## src/rtl/stall_report_packetizer_pkg.sv

```systemverilog
// Shared types and constants for the stall report packetizer.
// Frame layout: sync byte, big-endian counter payload, XOR checksum of the payload.
package stall_report_pkg;

  typedef enum logic [1:0] {
    IDLE     = 2'd0,
    HEADER   = 2'd1,
    PAYLOAD  = 2'd2,
    CHECKSUM = 2'd3
  } state_t;

  localparam logic [7:0] SYNC_BYTE_DEFAULT = 8'hA5;

  // Total bytes on the wire for a frame of n counters.
  function automatic int frame_bytes(input int n);
    return 4 * n + 2;
  endfunction

endpackage

```

## src/rtl/stall_report_packetizer_if.sv

```systemverilog
// Byte stream towards the debug UART transmitter.
// Handshake: a byte moves when tx_valid && tx_ready at a clk edge; while tx_valid is
// high and no transfer has happened, tx_data is held stable and tx_valid stays high.
interface stall_report_packetizer_if;
  logic [7:0] tx_data;
  logic       tx_valid;
  logic       tx_ready;

  modport master (output tx_data, output tx_valid, input tx_ready);
  modport slave  (input tx_data, input tx_valid, output tx_ready);
endinterface

```

## src/rtl/stall_report_packetizer_byte_sel.sv

```systemverilog
// Picks payload byte idx from the frozen snapshot: counter idx/4, MSB first.
module report_byte_sel #(
  parameter int NUM_COUNTERS = 9,
  parameter int IDX_W        = 6
) (
  input  logic [NUM_COUNTERS*32-1:0] i_snapshot,
  input  logic [IDX_W-1:0]           i_idx,
  output logic [7:0]                 o_byte
);

  always_comb begin
    o_byte = '0;
    for (int k = 0; k < 4 * NUM_COUNTERS; k++) begin
      if (i_idx == IDX_W'(k)) begin
        o_byte = i_snapshot[(k / 4) * 32 + (3 - (k % 4)) * 8 +: 8];
      end
    end
  end

endmodule

```

## src/rtl/stall_report_packetizer.sv

```systemverilog
// Freezes the stall counters on a trigger and serializes them as a framed byte stream.
// One request can queue behind the frame in flight; further ones are counted as drops.
module stall_report_packetizer
  import stall_report_pkg::*;
#(
  parameter int         NUM_COUNTERS = 9,
  parameter logic [7:0] SYNC_BYTE    = SYNC_BYTE_DEFAULT
) (
  input  logic                      clk,
  input  logic                      rst,
  input  logic                      enable,
  input  logic                      trigger,
  input  logic [NUM_COUNTERS*32-1:0] counters,
  stall_report_packetizer_if.master tx,
  output logic                      busy,
  output logic                      frame_done,
  output logic [7:0]                drop_count,
  output state_t                    dbg_state
);

  localparam int               IDX_W    = $clog2(4 * NUM_COUNTERS);
  localparam logic [IDX_W-1:0] LAST_IDX = IDX_W'(4 * NUM_COUNTERS - 1);

  state_t                    r_state;
  state_t                    w_state_nxt;
  logic [NUM_COUNTERS*32-1:0] r_snapshot;
  logic [IDX_W-1:0]          r_idx;
  logic [IDX_W-1:0]          w_idx_nxt;
  logic [7:0]                r_checksum;
  logic [7:0]                w_checksum_nxt;
  logic                      r_pending;
  logic                      w_pending_nxt;
  logic [7:0]                r_drop_count;
  logic [7:0]                w_drop_nxt;
  logic [7:0]                r_tx_data;
  logic [7:0]                w_tx_data_nxt;
  logic                      r_tx_valid;
  logic [7:0]                w_sel_byte;
  logic                      w_xfer;
  logic                      w_clear;
  logic                      w_start;
  logic                      w_last;

  assign w_clear = rst || !enable;
  assign w_xfer  = r_tx_valid && tx.tx_ready;
  assign w_start = (r_state == IDLE) && (trigger || r_pending);
  assign w_last  = (r_idx == LAST_IDX);

  // State register
  always_ff @(posedge clk) begin
    if (w_clear) begin
      r_state <= IDLE;
    end else begin
      r_state <= w_state_nxt;
    end
  end

  // Next-state logic
  always_comb begin
    w_state_nxt = r_state;
    case (r_state)
      IDLE:     if (trigger || r_pending) w_state_nxt = HEADER;
      HEADER:   if (w_xfer) w_state_nxt = PAYLOAD;
      PAYLOAD:  if (w_xfer && w_last) w_state_nxt = CHECKSUM;
      CHECKSUM: if (w_xfer) w_state_nxt = IDLE;
      default:  w_state_nxt = IDLE;
    endcase
  end

  // Datapath next values: byte index, running checksum, request bookkeeping
  always_comb begin
    w_idx_nxt      = r_idx;
    w_checksum_nxt = r_checksum;
    w_pending_nxt  = r_pending;
    w_drop_nxt     = r_drop_count;

    if (w_start) begin
      w_checksum_nxt = '0;
    end
    if (r_state == HEADER) begin
      w_idx_nxt = '0;
    end
    if ((r_state == PAYLOAD) && w_xfer) begin
      w_checksum_nxt = r_checksum ^ r_tx_data;
      if (!w_last) begin
        w_idx_nxt = r_idx + 1'b1;
      end
    end

    // A trigger arriving in the same cycle a pending request is consumed stays queued.
    if (r_state == IDLE) begin
      w_pending_nxt = r_pending && trigger;
    end else if (trigger) begin
      if (!r_pending) begin
        w_pending_nxt = 1'b1;
      end else if (r_drop_count != 8'hFF) begin
        w_drop_nxt = r_drop_count + 8'd1;
      end
    end
  end

  report_byte_sel #(
    .NUM_COUNTERS (NUM_COUNTERS),
    .IDX_W        (IDX_W)
  ) u_byte_sel (
    .i_snapshot (r_snapshot),
    .i_idx      (w_idx_nxt),
    .o_byte     (w_sel_byte)
  );

  // Output logic: the byte to present after this edge, plus status outputs
  always_comb begin
    w_tx_data_nxt = '0;
    case (w_state_nxt)
      HEADER:   w_tx_data_nxt = SYNC_BYTE;
      PAYLOAD:  w_tx_data_nxt = w_sel_byte;
      CHECKSUM: w_tx_data_nxt = w_checksum_nxt;
      default:  w_tx_data_nxt = '0;
    endcase
    busy       = (r_state != IDLE);
    frame_done = (r_state == CHECKSUM) && w_xfer && !w_clear;
  end

  always_ff @(posedge clk) begin
    if (w_clear) begin
      r_snapshot   <= '0;
      r_idx        <= '0;
      r_checksum   <= '0;
      r_pending    <= 1'b0;
      r_drop_count <= '0;
      r_tx_data    <= '0;
      r_tx_valid   <= 1'b0;
    end else begin
      if (w_start) begin
        r_snapshot <= counters;
      end
      r_idx        <= w_idx_nxt;
      r_checksum   <= w_checksum_nxt;
      r_pending    <= w_pending_nxt;
      r_drop_count <= w_drop_nxt;
      r_tx_data    <= w_tx_data_nxt;
      r_tx_valid   <= (w_state_nxt != IDLE);
    end
  end

  assign tx.tx_data  = r_tx_data;
  assign tx.tx_valid = r_tx_valid;
  assign drop_count  = r_drop_count;
  assign dbg_state   = r_state;

endmodule
```

## src/flat_wrapper.sv

```systemverilog
// flat-port wrapper written by rule: the top's interface ports become plain ports
module stall_report_packetizer_flat import stall_report_pkg::*;
#(
  parameter int         NUM_COUNTERS = 9,
  parameter logic [7:0] SYNC_BYTE    = SYNC_BYTE_DEFAULT
)
  (clk, rst, enable, trigger, counters, busy, frame_done, drop_count, dbg_state, tx_tx_data, tx_tx_valid, tx_tx_ready);
  stall_report_packetizer_if tx_i ();
  input  logic clk;
  input  logic rst;
  input  logic enable;
  input  logic trigger;
  input  logic [NUM_COUNTERS*32-1:0] counters;
  output logic busy;
  output logic frame_done;
  output logic [7:0] drop_count;
  output state_t dbg_state;
  output wire logic [$bits(tx_i.tx_data)-1:0] tx_tx_data;
  output wire logic [$bits(tx_i.tx_valid)-1:0] tx_tx_valid;
  input wire logic [$bits(tx_i.tx_ready)-1:0] tx_tx_ready;
  assign tx_tx_data = tx_i.tx_data;
  assign tx_tx_valid = tx_i.tx_valid;
  assign tx_i.tx_ready = tx_tx_ready;
  stall_report_packetizer #(.NUM_COUNTERS(NUM_COUNTERS), .SYNC_BYTE(SYNC_BYTE)) u_core (.clk(clk), .rst(rst), .enable(enable), .trigger(trigger), .counters(counters), .tx(tx_i), .busy(busy), .frame_done(frame_done), .drop_count(drop_count), .dbg_state(dbg_state));
endmodule
```

## config.mk

```make
export PLATFORM = sky130hd
export DESIGN_NAME = stall_report_packetizer_flat
export DESIGN_NICKNAME = d
export VERILOG_FILES = /design/src/rtl/stall_report_packetizer_pkg.sv /design/src/rtl/stall_report_packetizer_if.sv /design/src/rtl/stall_report_packetizer_byte_sel.sv /design/src/rtl/stall_report_packetizer.sv /design/src/flat_wrapper.sv
export SDC_FILE = /design/constraint.sdc
export NUM_CORES = 1
export LEC_CHECK = 0
export CAP_MARGIN = 20
export CORE_MARGIN = 2
export CORE_UTILIZATION = 40
export DETAILED_ROUTE_END_ITERATION = 16
export PLACE_DENSITY = 0.65
export SLEW_MARGIN = 25
export SYNTH_ARGS = -nofsm -noshare
export SYNTH_HDL_FRONTEND = slang
export SYNTH_SLANG_ARGS = --single-unit
```

## constraint.sdc

```tcl
create_clock -name clk -period 4.3 [get_ports clk]
set_clock_uncertainty 0.15 [all_clocks]
set_input_delay 0.645 -clock clk [delete_from_list [all_inputs] [get_ports clk]]
set_output_delay 0.645 -clock clk [all_outputs]
set_load 0.02 [all_outputs]
```

# Word-level counts from Yosys, hierarchy flattened
# Index checks and enable logic that the tools add are counted.
# word_totals
regBits,322
inputBits,293
output_inout_bits,21
# classes
add_sub_neg,2
n_eq_ne,43
n_mux,49
bitwise,2
n_reduce_logical,17
# op_table
cell,count
8-bit two-way mux,38
6-bit by 5-bit equality test with 1-bit output (second input constant),16
6-bit by 4-bit equality test with 1-bit output (second input constant),8
6-bit equality test (second input constant),5
6-bit by 3-bit equality test with 1-bit output (second input constant),4
8-bit one-hot mux with 3 select lines,1
6-bit two-way mux,3
6-bit by 2-bit equality test with 1-bit output (second input constant),2
8-bit by 1-bit adder with 8-bit output (second input constant),1
2-bit equality test (second input constant),4
2-bit two-way mux,4
8-bit inequality test (second input constant),1
2-bit one-hot mux with 4 select lines,1
8-bit XOR,1
1-bit logical AND,7
6-bit by 1-bit adder with 6-bit output (second input constant),1
6-bit by 1-bit equality test with 1-bit output (second input constant),1
6-bit logical NOT,1
2-bit nonzero test,3
2-bit by 1-bit equality test with 1-bit output (second input constant),2
4-bit AND reduction,1
1-bit logical NOT,2
2-bit logical NOT,1
1-bit logical OR,2
2 further kinds,3

# Longest topological paths before layout
# depth
ltp_word,42
mapped_depth,14
depth_no_buf,11

# Hierarchy
# A second synthesis with hierarchy kept.
# hier_totals
hier_cells,1957
hier_area_um2,15114.5
# modules_own_cells
mod,instances,cells_per_inst,area_each_um2
stall_report_packetizer,1,1428,11385.9
report_byte_sel,1,529,3728.6

# Least setup slack after synthesis
# No wires, ideal clock.
# synth_path
path_kind,in2reg
from,input port tx_tx_ready
to,"register u_core.r_tx_data[4], in the netlist u_core.tx.tx_data[4]"
setup_time_ns,0.122
arrival_ns,2.925
setup_slack_ns,1.103
stages,13
cell_sequence,nand4b_1 buf_2 a22oi_1 o32ai_2 buf_6 buf_6 a221oi_2 nor2_1 o211ai_1 o211ai_1 a31oi_1 o21ai_1 a221o_1
# synth_between
elab_chain_len,41
word_cells_on_any_way,85
classes_between,eq/ne: 38; mux: 43; reduce/logical: 4
# synth_rtl
item,line_no,text
start: declaration,flat_wrapper.sv:20,input wire logic [$bits(tx_i.tx_ready)-1:0] tx_tx_ready;
1-bit logical AND (*),stall_report_packetizer.sv:45,assign w_xfer = r_tx_valid && tx.tx_ready;
1-bit logical AND,stall_report_packetizer.sv:83,if ((r_state == PAYLOAD) && w_xfer) begin
6-bit two-way mux,stall_report_packetizer.sv:83,
6-bit logical NOT,stall_report_packetizer_byte_sel.sv:14,if (i_idx == IDX_W'(k)) begin
8-bit two-way mux (36 in a row),stall_report_packetizer_byte_sel.sv:14,
8-bit one-hot mux with 3 select lines (*),stall_report_packetizer.sv:114,case (w_state_nxt)
end signal: assignment,stall_report_packetizer.sv:141,r_tx_data <= w_tx_data_nxt;
end: declaration,stall_report_packetizer.sv:35,logic [7:0] r_tx_data;
# Mark *: on every way between the ends. The rest lies on a longest branch, timed or not.
# A chain may end at the register's enable or synchronous reset.

# Worst setup path in the final report
# layout_path
from,register u_core.r_idx[0]
to,"register u_core.r_tx_data[3], in the netlist u_core.tx.tx_data[3]"
# layout_between
elab_chain_len,41
word_cells_on_any_way,84
classes_between,add/sub: 1; eq/ne: 39; mux: 42; reduce/logical: 2
# layout_rtl
item,line_no,text
start: declaration,stall_report_packetizer.sv:27,logic [IDX_W-1:0] r_idx;
start signal: assignment,stall_report_packetizer.sv:137,r_idx <= w_idx_nxt;
6-bit by 1-bit adder with 6-bit output (tied with other cells),stall_report_packetizer.sv:86,w_idx_nxt = r_idx + 1'b1;
6-bit two-way mux,stall_report_packetizer.sv:85,if (!w_last) begin
6-bit two-way mux,stall_report_packetizer.sv:83,
6-bit logical NOT,stall_report_packetizer_byte_sel.sv:14,
8-bit two-way mux (36 in a row),stall_report_packetizer_byte_sel.sv:14,
8-bit one-hot mux with 3 select lines (*),stall_report_packetizer.sv:114,
# Marks and branches as above.

==> impl_metrics.json <==
{
  "place_congestion": 0.936,
  "area_growth_pct": 34.3,
  "ir_worst_vdd_v": 0.000199,
  "grt_max_degree": 237,
  "crit_family": "compound AO/OA/AOI/OAI gates",
  "drv_slew": 0,
  "drt_wl_total_um": 56500,
  "avgSynthCellArea_sq_um": 7.48,
  "num_vias": 15700,
  "dieArea_sq_um": 38400,
  "synth_ff_type": "dfxtp_1",
  "pre_cts_ws_ps": -229,
  "clkSinkCount": 322,
  "core-area_sq_um": 36400,
  "fp.dieW_um": 196,
  "overflow": 0,
  "reg2reg_slack_ps": 180,
  "die_h_um": 196,
  "cts_hold_buf": 0,
  "relSlewSlack_pct": 48.3,
  "start_util_pct": 40.5,
  "ys_warn_count": 0,
  "power.leakage_uw": 0.00704,
  "rsz0062_at_grt": "false",
  "rows": 70,
  "worst_slew_pin_slew_ps": 775,
  "synth_cell_types": 89,
  "cp.required_ps": 4570,
  "instances_no_fill": 2768,
  "finalHoldViolCount": 0,
  "synth-edff-count": 0,
  "cts_tree": "built",
  "max_freq_mhz": 242,
  "syn_nets": 2267,
  "seq_area_frac_synth_pct": 43.7,
  "numPlacedInstances": 2707,
  "drc": 0,
  "detail-route-antenna-nets": 0,
  "clockBufferDepth": 3,
  "min_period_ps": 4120,
  "final_util_pct": 54.4,
  "period_share_pct": 95.9,
  "power_density_nw_per_um2": 341,
  "wire_per_inst_um": 20.4,
  "crit_type": "reg2reg",
  "crit_chain": "ha_1 -> or2b_2 -> o22ai_2 -> a21o_1 -> a211oi_2 -> nand2_1 -> o21ai_0 -> a211oi_1 -> o21ai_0 -> buf_4 -> and3_1 -> o41ai_2",
  "start_kind": "register",
  "ys_ff_latch": 322,
  "crit_arrival_ps": 4400,
  "viasPerCell": 5.67,
  "h-tree-depth": 2,
  "drive_gt1_share_pct": 8.65,
  "ys_async_sr_fraction_pct": 0,
  "setup_viol": 0,
  "dp_hpwl_um": 42900,
  "synth_cells": 1972,
  "grt_usage_pct": 28.3,
  "drtIter0Drc": 1473,
  "cp_slowest_stage_delay_ps": 520,
  "setup_slack_ps": 175,
  "syn_area_sq_um": 14800,
  "final_nets": 2572,
  "drt-pass1-iter-count": 6,
  "path_buf_inv": 1,
  "end_kind": "register",
  "grt_pass1_vias": 14800,
  "pin_count": 314,
  "cp_common_cell": "o21ai_0",
  "cp_max_fo": 9,
  "antenna_found_initial": 0,
  "diodes": 0,
  "root_buffer": "clkbuf_16",
  "slowest_stage": "a21o_1",
  "hold_path_class": "reg2reg",
  "io_buffers": 313,
  "numCtsBuffers": 35,
  "clk_pin_slew_ps": 60,
  "grt_pass1_wl_um": 85200,
  "run_status": "completed",
  "insertion_delay_ps": 520,
  "cap_violations": 0
}
-- worst register-to-register path: cells and delay by family, from the launching register on --
kind	cells	cell delay, ps
AO/OA/AOI/OAI	7	2140
AND/OR/NAND/NOR	3	850
flip-flops	1	360
adder cells (fa/ha/maj)	1	340
buffers and inverters	1	190
-- final timing paths --
check	end	depth (start not counted)	from
hold / removal	u_core.r_snapshot[59]	2	u_core.r_snapshot[59]
setup reg to reg	u_core.tx.tx_data[3]	12	u_core.r_idx[0]
setup / recovery	u_core.tx.tx_data[3]	12	u_core.r_idx[0]
hold reg to reg	u_core.r_snapshot[59]	2	u_core.r_snapshot[59]
-- flip-flops by register name, summed over array words and instances, names as in the netlist --
register	cells
u_core.r_pending	1
u_core.tx.tx_valid	1
u_core.tx.tx_data	8
u_core.r_snapshot	288
u_core.drop_count	8
u_core.r_idx	6
u_core.r_checksum	8
u_core.dbg_state	2
-- Yosys cell counts, types with 6 or more instances --
cell type,instances,share of area (%)
o211ai_1,12,0.61
a21oi_1,337,11
o22ai_1,34,1.4
a22oi_1,12,0.61
a2111oi_0,6,0.36
inv_1,7,0.18
nor3_1,29,0.98
buf_6,8,0.61
or3_1,7,0.30
a221o_1,6,0.41
o2111ai_1,9,0.53
o21ai_1,6,0.20
a31oi_1,6,0.25
a221oi_1,27,1.6
dfxtp_1,322,44
nand3_1,45,1.5
o21a_1,12,0.61
buf_2,19,0.64
o221ai_1,11,0.65
a222oi_1,11,0.75
o21ai_0,47,1.6
nand2_1,655,17
clkbuf_1,109,2.8
nor2_1,91,2.3
a211oi_1,9,0.46
-- routing by layer --
metal | track usage [%] | share of wire, % | vias to the layer above | wire (um)
li1 | - | - | 7518 | -
met1 | 40.2 | 45 | 7354 | 25400
met2 | 44.5 | 44 | 697 | 25100
met3 | 4.78 | 8.1 | 114 | 4590
met4 | 7.55 | 2.5 | 0 | 1410
met5 | 0 | 0 | - | 0
-- per-stage QoR --
step	area, sq um	setup TNS (ps)	power [uW]	hold slack (ps)
after floorplan	14800	0	3480	281
after global placement	18700	-458	3890	294
after detailed placement	18700	-707	3900	299
after CTS	19800	0	6790	308
after global routing	19800	0	6990	318
final	19800	0	6760	306
-- cells in the final DEF (no fill, tap or decap), types with 8 or more instances in the layout --
cell and count:
nor2_1 90, o2111ai_1 9, a221oi_1 27, clkdlybuf4s50_1 313, o221ai_1 11, o21ai_0 47
nand3_1 45, a21oi_1 337, a222oi_1 11, clkbuf_16 37, o21a_1 12, nor3_1 29
a22oi_1 12, o22ai_1 33, clkinv_2 8, buf_4 90, a211oi_1 9, o211ai_1 12
nand2_1 655, dfxtp_1 322
-- cells by family after synthesis --
logic type | after synthesis | share of synthesized area, %
adder cells (fa/ha/maj) | 2 | 0.170
XOR/XNOR | 7 | 0.415
multiplexers | 1 | 0.0678
flip-flops | 322 | 43.7
buffers and inverters | 150 | 4.51
AND/OR/NAND/NOR | 873 | 24.1
AO/OA/AOI/OAI | 617 | 27.1
-- power breakdown --
part	leakage, uW	internal (uW)	total, uW	switching [uW]
combinational	0.00388	344	680	336
clock	0.000550	1680	2920	1250
sequential	0.00262	3080	3160	79.3
-- area by class of cell --
type,count,area [sq um]
fill,3537,16600
multi-input combinational,1500,7690
sequential,322,6450
timing repair buffer,411,3980
clock buffer,48,1030
tap,468,586
clock inverter,12,73.8
inverter,7,26.3
-- repair_timing --
item / 4_1_cts / 5_1_grt
setup buffers: 0 / 0
setup endpoints to repair: 0 / 1
gates resized for setup: 0 / 1
No activity file was read; power rests on OpenSTA's default activity.
